<file path="config.mk">
export PLATFORM = sky130hd
export DESIGN_NAME = leds_line_decoder
export DESIGN_NICKNAME = d
export VERILOG_FILES = /design/src/rtl/leds_racer_pkg.sv /design/src/rtl/leds_line_sync.sv /design/src/rtl/leds_line_decoder.sv
export SDC_FILE = /design/constraint.sdc
export NUM_CORES = 1
export LEC_CHECK = 0
export BUFFER_PORTS_ARGS = -buffer_cell sky130_fd_sc_hd__clkbuf_2
export CAP_MARGIN = 20
export CORE_MARGIN = 1
export CORE_UTILIZATION = 40
export DETAILED_ROUTE_END_ITERATION = 12
export MAX_ROUTING_LAYER = met4
export PLACE_DENSITY = 0.65
export SYNTH_ARGS = -nofsm -noshare
export SYNTH_HDL_FRONTEND = slang
export SYNTH_SLANG_ARGS = --single-unit
</file>
<file path="constraint.sdc">
create_clock -name clk -period 4.7 [get_ports clk]
set_input_delay 0.47 -clock clk [delete_from_list [all_inputs] [get_ports clk]]
set_output_delay 0.47 -clock clk [all_outputs]
set_load 0.03 [all_outputs]
</file>
<file path="src/rtl/leds_racer_pkg.sv">
// Shared types and default line timing for the leds_line transmitter and decoder.
package leds_racer_pkg;

  typedef enum logic [1:0] {
    WAIT_GAP = 2'd0,
    IDLE     = 2'd1,
    HIGH     = 2'd2
  } dec_state_e;

  localparam int GRB_W = 24;

  // 50 MHz defaults: bit 0 high ~20 clk, bit 1 high ~40 clk, 62 clk per bit.
  localparam int DEF_MAX_POS           = 109;
  localparam int DEF_BIT_THRESHOLD_CLK = 30;
  localparam int DEF_RESET_CLK_CNT     = 2500;
  localparam int T0H_CLK               = 20;
  localparam int T1H_CLK               = 40;
  localparam int BIT_PERIOD_CLK        = 62;

endpackage

</file>
<file path="src/rtl/leds_line_sync.sv">
// Two-flop synchronizer for an asynchronous level input, with rise/fall detect
// on the synchronized level.
module leds_line_sync (
  input  logic clk,
  input  logic rst_n,
  input  logic raw,
  output logic line_s,
  output logic rise,
  output logic fall
);

  logic meta;
  logic line_q;

  always_ff @(posedge clk or negedge rst_n) begin
    if (!rst_n) begin
      meta   <= 1'b0;
      line_s <= 1'b0;
      line_q <= 1'b0;
    end else begin
      meta   <= raw;
      line_s <= meta;
      line_q <= line_s;
    end
  end

  assign rise = line_s & ~line_q;
  assign fall = line_q & ~line_s;

endmodule

</file>
<file path="src/rtl/leds_line_decoder.sv">
// WS2812-style line decoder: measures high pulses into bits, packs GRB pixels,
// and flags latch gaps and protocol errors.
module leds_line_decoder
  import leds_racer_pkg::*;
#(
  parameter int MAX_POS           = DEF_MAX_POS,
  parameter int BIT_THRESHOLD_CLK = DEF_BIT_THRESHOLD_CLK,
  parameter int RESET_CLK_CNT     = DEF_RESET_CLK_CNT
) (
  input  logic                       clk,
  input  logic                       rst_n,
  input  logic                       leds_line,
  output logic                       pixel_valid,
  output logic [GRB_W-1:0]           pixel_grb,
  output logic [$clog2(MAX_POS)-1:0] pixel_index,
  output logic                       frame_done,
  output logic                       frame_error
);

  localparam int CNT_W = $clog2(RESET_CLK_CNT + 1);
  localparam int IDX_W = $clog2(MAX_POS + 1);
  localparam int OUT_W = $clog2(MAX_POS);
  localparam logic [CNT_W-1:0] GAP_CNT   = CNT_W'(RESET_CLK_CNT);
  localparam logic [CNT_W-1:0] ONE_CNT   = CNT_W'(BIT_THRESHOLD_CLK);
  localparam logic [IDX_W-1:0] IDX_LIMIT = IDX_W'(MAX_POS);

  function automatic logic [CNT_W-1:0] sat_inc(input logic [CNT_W-1:0] c);
    return (c == GAP_CNT) ? c : c + CNT_W'(1);
  endfunction

  logic line_s, rise, fall;

  leds_line_sync u_sync (
    .clk    (clk),
    .rst_n  (rst_n),
    .raw    (leds_line),
    .line_s (line_s),
    .rise   (rise),
    .fall   (fall)
  );

  dec_state_e         state_q, state_d;
  logic [CNT_W-1:0]   low_cnt, low_cnt_d, high_cnt, high_cnt_d;
  logic [4:0]         bit_cnt, bit_cnt_d;
  logic [GRB_W-2:0]   shreg, shreg_d;
  logic [IDX_W-1:0]   idx, idx_d;
  logic               ovf, ovf_d, got_bit, got_bit_d;
  logic               pixel_valid_d, frame_done_d, frame_error_d;
  logic [GRB_W-1:0]   pixel_grb_d;
  logic [OUT_W-1:0]   pixel_index_d;
  logic               bit_val;
  logic [GRB_W-1:0]   word;

  always_comb begin
    state_d       = state_q;
    low_cnt_d     = low_cnt;
    high_cnt_d    = high_cnt;
    bit_cnt_d     = bit_cnt;
    shreg_d       = shreg;
    idx_d         = idx;
    ovf_d         = ovf;
    got_bit_d     = got_bit;
    pixel_valid_d = 1'b0;
    frame_done_d  = 1'b0;
    frame_error_d = 1'b0;
    pixel_grb_d   = pixel_grb;
    pixel_index_d = pixel_index;
    bit_val       = (high_cnt >= ONE_CNT);
    word          = {shreg, bit_val};

    unique case (state_q)
      WAIT_GAP: begin
        if (line_s) begin
          low_cnt_d = '0;
        end else begin
          low_cnt_d = sat_inc(low_cnt);
          if (low_cnt_d == GAP_CNT) state_d = IDLE;
        end
      end
      IDLE: begin
        if (rise) begin
          high_cnt_d = CNT_W'(1);
          state_d    = HIGH;
        end else if (low_cnt != GAP_CNT) begin
          low_cnt_d = sat_inc(low_cnt);
        end else begin
          // Idempotent once the flags are cleared, so holding here never re-pulses.
          frame_done_d  = got_bit;
          frame_error_d = (bit_cnt != 5'd0);
          idx_d         = '0;
          bit_cnt_d     = '0;
          ovf_d         = 1'b0;
          got_bit_d     = 1'b0;
        end
      end
      HIGH: begin
        if (fall) begin
          shreg_d   = word[GRB_W-2:0];
          got_bit_d = 1'b1;
          low_cnt_d = CNT_W'(1);
          state_d   = IDLE;
          if (bit_cnt == 5'(GRB_W - 1)) begin
            bit_cnt_d = '0;
            if (idx < IDX_LIMIT) begin
              pixel_valid_d = 1'b1;
              pixel_grb_d   = word;
              pixel_index_d = idx[OUT_W-1:0];
              idx_d         = idx + IDX_W'(1);
            end else if (!ovf) begin
              ovf_d         = 1'b1;
              frame_error_d = 1'b1;
            end
          end else begin
            bit_cnt_d = bit_cnt + 5'd1;
          end
        end else begin
          high_cnt_d = sat_inc(high_cnt);
          if (high_cnt_d == GAP_CNT) begin
            // Stuck-high line: abandon the frame and resynchronise on a fresh gap.
            frame_error_d = 1'b1;
            state_d       = WAIT_GAP;
            bit_cnt_d     = '0;
            idx_d         = '0;
            ovf_d         = 1'b0;
            got_bit_d     = 1'b0;
            low_cnt_d     = '0;
            high_cnt_d    = '0;
          end
        end
      end
      default: state_d = WAIT_GAP;
    endcase
  end

  always_ff @(posedge clk or negedge rst_n) begin
    if (!rst_n) begin
      state_q     <= WAIT_GAP;
      low_cnt     <= '0;
      high_cnt    <= '0;
      bit_cnt     <= '0;
      shreg       <= '0;
      idx         <= '0;
      ovf         <= 1'b0;
      got_bit     <= 1'b0;
      pixel_valid <= 1'b0;
      frame_done  <= 1'b0;
      frame_error <= 1'b0;
      pixel_grb   <= '0;
      pixel_index <= '0;
    end else begin
      state_q     <= state_d;
      low_cnt     <= low_cnt_d;
      high_cnt    <= high_cnt_d;
      bit_cnt     <= bit_cnt_d;
      shreg       <= shreg_d;
      idx         <= idx_d;
      ovf         <= ovf_d;
      got_bit     <= got_bit_d;
      pixel_valid <= pixel_valid_d;
      frame_done  <= frame_done_d;
      frame_error <= frame_error_d;
      pixel_grb   <= pixel_grb_d;
      pixel_index <= pixel_index_d;
    end
  end

endmodule
</file>
==> results of run 1 <==
==> worst reg2reg max path: cells and delay by family, from the launching register on <==
kind	cells	cell delay, ns
AO/OA/AOI/OAI	3	1.11
buffers and inverters	1	0.15
AND/OR/NAND/NOR	4	0.77
flip-flops	1	0.59
adder cells (fa/ha/maj)	1	0.22
==> placed cells by master, fill, tap and decap left out, drive strengths merged, types with 12 or more instances in the layout <==
cell    netlist  routed
nand3        25      25
nor2         33      33
a22o         13      13
inv          17      20
mux2         31      31
nand2       107     107
nor3         13      13
dfrtp       100     100
ha           12      12
clkbuf       11      44
o21ai        31      31
a21oi        15      15
==> state kept, by name, indices dropped and copies added (netlist names), 2 cells and up <==
signal       flops
pixel_grb       24
high_cnt        12
pixel_index      7
idx              7
low_cnt         12
state_q          2
shreg           23
bit_cnt          5
==> routing by layer <==
metal,vias to the layer above,global-route usage (%)
li1,1905,-
met1,1932,24.5
met2,115,28.1
met3,19,2.74
met4,0,6.58
met5,-,-
==> power groups by stage <==
stage / clock (mW) / sequential [mW] / combinational, mW
global placement: 0 / 0.885 / 0.0381
finish: 0.764 / 0.868 / 0.0380
global route: 0.815 / 0.869 / 0.0445
detailed placement: 0 / 0.885 / 0.0397
floorplan: 0 / 0.884 / 0.0168
CTS: 0.778 / 0.868 / 0.0396
==> layout make-up <==
class | instances | area (µm²)
Clock buffer | 9 | 225
Clock inverter | 7 | 82.6
Fill cell | 1125 | 6530
Inverter | 17 | 63.8
Multi-Input combinational cell | 382 | 2410
Sequential cell | 100 | 2500
Tap cell | 168 | 210
Timing Repair Buffer | 40 | 233
==> cell families after synthesis <==
kind of cell | after synthesis | share of synthesized area, %
and+or+nand+nor | 224 | 21.3
adders and majority gates | 12 | 2.93
AOI/OAI and AO/OA | 108 | 14.7
buffers and inverters | 43 | 4.15
DFF | 100 | 48.8
muxes | 32 | 7.08
xor gates and xnor gates | 6 | 1.03
==> worst paths after layout <==
kind,from,to,cells after the start
max,high_cnt[0]$_DFFE_PN0P_,bit_cnt[3]$_DFFE_PN0P_,9
min,rst_n,pixel_valid$_DFF_PN0_,1
max reg2reg,high_cnt[0]$_DFFE_PN0P_,bit_cnt[3]$_DFFE_PN0P_,9
min reg2reg,u_sync.meta$_DFF_PN0_,u_sync.line_s$_DFF_PN0_,0
max in group asynchronous,rst_n,shreg[18]$_DFFE_PN0P_,2
min in group clk,leds_line,u_sync.meta$_DFF_PN0_,1
==> impl_metrics.csv, run 1 <==
group,metric,value,unit
detailed_routing,routed_wl,10800,µm
synthesis,syn_inst,525,
floorplan,start_util,41.8,%
synthesis,yosys.area.top_type,"dfrtp_1",
synthesis,yosysMostFrequentCell,"nand2_1",
grt,grt_max_degree,60,
timing,tightestPinTransition,1.03,ns
placement,port_buffers,36,
critical_path,r2r_slack,1.78,ns
floorplan,die_w,115,µm
synthesis,ys_types,66,
detailed_routing,wl_met3,488,µm
detailed_routing,drt_pre_antenna_iters,4,
synthesis,synth-edff-count,0,
floorplan,fp.dieH,115,µm
floorplan,dieArea,13300,µm²
pwr,ir_worst_vdd,0.143,mV
final_layout,layoutNonFillerInstCount,723,
detailed_routing,wire_per_inst,14.9,µm
synthesis,synth.avg_cell_area,9.76,µm²
grt,gr-total-overflow,0,
grt,antenna_found_initial,0,
clock_tree,cts_num_sinks,100,
grt,grt_pass1_wl,18600,µm
placement,dp.final_hpwl,7350,µm
final_layout,syn_to_final_growth,11.8,%
critical_path,cp.buffers_inverters,1,
flow_run,drv_cap,0,
critical_path,crit_path_end_kind,"register",
detailed_routing,drtIter0Drc,297,
timing,setup_ws,1.78,ns
detailed_routing,ant_nets,0,
critical_path,crit_chain,"inv_1, ha_1, and4bb_1, and3_1, o221ai_2, nor3b_2, a21oi_1, or2_1, a22o_1",
clock_tree,htreeDepth,3,
synthesis,syn_nets,540,
timing,fin_tns_setup,0,ns
pwr,p_clk_share,45.7,%
placement,dp_cells,706,
worst_hold_path,worstHoldPathType,"in -> async",
clock_tree,cts_setup_buffers,0,
run_status,status,"finished clean",
pwr,total_power,1.67,mW
floorplan,core-area,12300,µm²
detailed_routing,viasPerCell,5.49,
grt,grt_pass1_vias,3815,
synthesis,netlist.area_leader.share,48.8,%
critical_path,crit_family,"compound AO/OA/AOI/OAI gates",
synthesis,synth.area.top_cells,"dfrtp_1 (49%), nand2_1 (7.8%), mux2_2 (5.9%)",
timing,finClkSkew,0.0105,ns
final_layout,antenna_cells,0,
pwr,seqPwrFrac,52.0,%
pwr,swShare,22.5,%
final_layout,nets,565,
floorplan,rows,40,
final_layout,drive_gt1_share,18.0,%
detailed_routing,dr_wl_met2,5040,µm
critical_path,cp-start-kind,"register",
clock_tree,cts_root_buf,"clkbuf_16",
pwr,p_leak,2.77,nW
synthesis,yosysWarnings,0,
clock_tree,ctsLongestPathBuffers,2,
placement,placed_area,5400,µm²
grt,grtUsageTotal,18.3,%
critical_path,path_max_fanout,13,
final_layout,fin_util,46.7,%
timing,finalSetupViolCount,0,
placement,place_congestion,0.930,
synthesis,synth.yosys.seq_area_share,48.8,%
critical_path,critical-path-max-stage-delay,0.72,ns
clock_tree,cts_tree,"built",
critical_path,cp.arrival,3.19,ns
detailed_routing,met1Wirelength,5090,µm
clock_tree,numCtsBuffers,9,
timing,holdWs,0.192,ns
timing,hold_viol,0,
pwr,power.internal,1.30,mW
pwr,power.switching,0.375,mW
critical_path,slowest_stage,"a21oi_1",
synthesis,ys_async_sr_fraction,100,%
synthesis,synth_area,5120,µm²
timing,max_freq,0.343,GHz
synthesis,synth_common_cells,"nand2_1 (107), dfrtp_1 (100), nor2_1 (33)",
clock_tree,ctsResizeCount,0,
timing,post-route-period-util,62.0,%
synthesis,ys.flop_type,"dfrtp_1",
pwr,pwr-share-comb,2.3,%
critical_path,crit_type,"reg -> reg",
final_layout,finish.instance_area,5730,µm²
timing,slew_viol_final,0,
detailed_routing,routed.top_layer,"met4",
timing,slew_headroom,31.4,%
pwr,powerDensity,291,nW/µm²
timing,rsz0062_at_grt,"false",
clock_tree,clk_pin_slew,0.08,ns
floorplan,io_pins,37,
synthesis,synth-seq-cells,100,
clock_tree,hold_buffers,0,
placement,pre_cts_slack,1.54,ns
clock_tree,clkLatencyLatePin,0.34,ns
detailed_routing,drcViolationCount,0,
detailed_routing,vias,3971,
critical_path,critPathRequiredTime,4.98,ns
timing,timing.final.crit_period,2.92,ns
Note: power is estimated with default switching activity, not from simulation.
==> inputs of run 2 (changes only) <==
--- a/config.mk
+++ b/config.mk
@@ -11,7 +11,7 @@
 export CORE_UTILIZATION = 40
 export DETAILED_ROUTE_END_ITERATION = 12
 export MAX_ROUTING_LAYER = met4
-export PLACE_DENSITY = 0.65
+export PLACE_DENSITY = 0.67
 export SYNTH_ARGS = -nofsm -noshare
 export SYNTH_HDL_FRONTEND = slang
 export SYNTH_SLANG_ARGS = --single-unit
==> constraint.sdc (replaced) <==
create_clock -name clk -period 2.65 [get_ports clk]
set_input_delay 0.265 -clock clk [delete_from_list [all_inputs] [get_ports clk]]
set_output_delay 0.265 -clock clk [all_outputs]
set_load 0.03 [all_outputs]
==> run 2 against run 1 <==
  * Worst hold slack lost 0.17 ns
  * Count of clock-buffer cells in the layout stayed put
  * Worst setup slack worse by 1.6 ns
  * Sequential cell count is the same
  * Clock skew is 0.0031 ns lower
  * Critical path depth up 1
  * Global-route usage hardly changed
==> impl_metrics.csv, run 2 (synthesis results as in run 1) <==
group,metric,value,unit
clock_tree,cts_num_sinks,100,
timing,finClkSkew,0.00735,ns
grt,antenna_found_initial,0,
final_layout,regArea,2500,µm²
detailed_routing,ant_nets,0,
timing,post-route-period-util,93.3,%
floorplan,die_w,115,µm
grt,grt_pass1_wl,18600,µm
pwr,p_leak,2.84,nW
clock_tree,clk_pin_slew,0.07,ns
floorplan,io_pins,37,
timing,slew_viol_final,0,
detailed_routing,viasPerCell,5.53,
final_layout,fillers,1143,
floorplan,start_util,41.8,%
clock_tree,cts_tree,"built",
grt,grt_pass1_vias,3881,
final_layout,antenna_cells,0,
critical_path,crit_type,"reg -> reg",
critical_path,crit_chain,"inv_1, ha_1, and4bb_1, and3_4, o221ai_2, nor3b_2, a21oi_1, buf_4, or2_1, a22o_1",
placement,port_buffers,36,
final_layout,nets,579,
clock_tree,ctsLongestPathBuffers,2,
final_layout,regMostFlops,"pixel_grb",
detailed_routing,drt_pre_antenna_iters,5,
pwr,ir_worst_vdd,0.279,mV
final_layout,drive_gt1_share,20.4,%
timing,slew_headroom,58.0,%
timing,hold_viol,0,
placement,dp.final_hpwl,7550,µm
floorplan,dieArea,13300,µm²
flow_run,drv_cap,0,
final_layout,syn_to_final_growth,14.4,%
timing,tightestPinTransition,0.630,ns
timing,finalSetupViolCount,0,
floorplan,rows,40,
placement,place_congestion,0.900,
critical_path,cp-start-kind,"register",
clock_tree,htreeDepth,3,
worst_hold_path,worstHoldPathType,"in -> reg",
run_status,status,"finished clean",
clock_tree,cts_setup_buffers,0,
detailed_routing,drtIter0Drc,379,
detailed_routing,wire_per_inst,14.7,µm
critical_path,critPathRequiredTime,2.88,ns
grt,grt_max_degree,52,
grt,grtUsageTotal,18.2,%
final_layout,largest_register_ffs,24,
clock_tree,clkLatencyLatePin,0.35,ns
critical_path,slowest_stage,"dfrtp_1",
final_layout,multi_input_area,2430,µm²
clock_tree,numCtsBuffers,9,
floorplan,core-area,12300,µm²
detailed_routing,drcViolationCount,0,
placement,dp_cells,720,
critical_path,critical-path-max-stage-delay,0.44,ns
final_layout,top_regs,"pixel_grb (24), shreg (23)",
pwr,powerDensity,500,nW/µm²
detailed_routing,vias,4079,
critical_path,crit_path_end_kind,"register",
clock_tree,cts_root_buf,"clkbuf_16",
critical_path,path_max_fanout,13,
timing,max_freq,0.404,GHz
critical_path,cp.arrival,2.70,ns
final_layout,layout_commonest_cell,"nand2_1",
final_layout,layoutNonFillerInstCount,737,
timing,timing.final.crit_period,2.47,ns
floorplan,fp.dieH,115,µm
final_layout,layout_common_cells,"nand2_1 (107), dfrtp_1 (100), clkbuf_2 (35)",
timing,holdWs,0.0257,ns
grt,gr-total-overflow,0,
detailed_routing,routed_wl,10900,µm
==> run 2: report_power, final <==
group / switching [mW] / internal (mW) / total, mW
clock: 0.581 / 0.737 / 1.32
sequential: 0.00633 / 1.53 / 1.54
combinational: 0.0550 / 0.0233 / 0.0783
total: 0.642 / 2.29 / 2.93
==> run 2: layout make-up <==
class / count / share of cell area, %
clock buffers: 9 / 3.84
clock inverters: 7 / 1.26
inverters: 17 / 1.09
multi-input cells: 382 / 41.4
flip-flops and latches: 100 / 42.7
well taps: 168 / 3.59
repair buffers: 54 / 6.10
==> run 2: per-layer routing <==
metal  share of wire (%)  routed length [µm]  up-vias  GRT usage, %
li1                    -                   -     1934             -
met3                 3.6                 396       23          2.95
met5                   0                   0        -             -
met1                  48                5180     2007          23.7
met4                 1.8                 195        0          6.49
met2                  47                5070      115          28.8
==> run 2: worst paths after layout <==
| check | startpoint | end | slack, ns | depth (start not counted) |
|---|---|---|---|---|
| worst max-delay path | high_cnt[0]$_DFFE_PN0P_ | bit_cnt[3]$_DFFE_PN0P_ | 0.18 | 10 |
| max in group asynchronous | rst_n | high_cnt[3]$_DFFE_PN0P_ | 1.49 | 3 |
| worst min register to register | u_sync.meta$_DFF_PN0_ | u_sync.line_s$_DFF_PN0_ | 0.35 | 0 |
| worst max register to register | high_cnt[0]$_DFFE_PN0P_ | bit_cnt[3]$_DFFE_PN0P_ | 0.18 | 10 |
| min in group asynchronous | rst_n | pixel_valid$_DFF_PN0_ | 0.47 | 2 |
| worst min-delay path | leds_line | u_sync.meta$_DFF_PN0_ | 0.03 | 1 |
==> run 2: what timing repair did <==
action / in CTS / in global routing
endpoints found under the setup margin: 0 / 1
resized for setup: 0 / 3
hold buffers: 1 / 0
endpoints found under the hold margin: 50 / 0
==> run 2: per-stage QoR <==
stage | setup slack (ns) | util, % | total power [mW] | TNS [ns] | instance area, µm²
final | 0.177 | 47.8 | 2.93 | 0 | 5860
after global routing | -0.00359 | 47.8 | 3.06 | -0.00359 | 5860
after CTS | 0.175 | 47.7 | 2.97 | 0 | 5850
after detailed placement | 0.186 | 45.2 | 1.65 | 0 | 5540
after global placement | 0.263 | 45.2 | 1.64 | 0 | 5540
after floorplan | 0.295 | - | 1.60 | 0 | 5120
==> run 2: critical path: cells and delay by family, from the launching register on <==
family          cells  cell delay [ns]
fa+ha+maj           1             0.15
buf+inv             2             0.30
flops               1             0.44
simple gates        4             0.98
compound gates      3             0.49
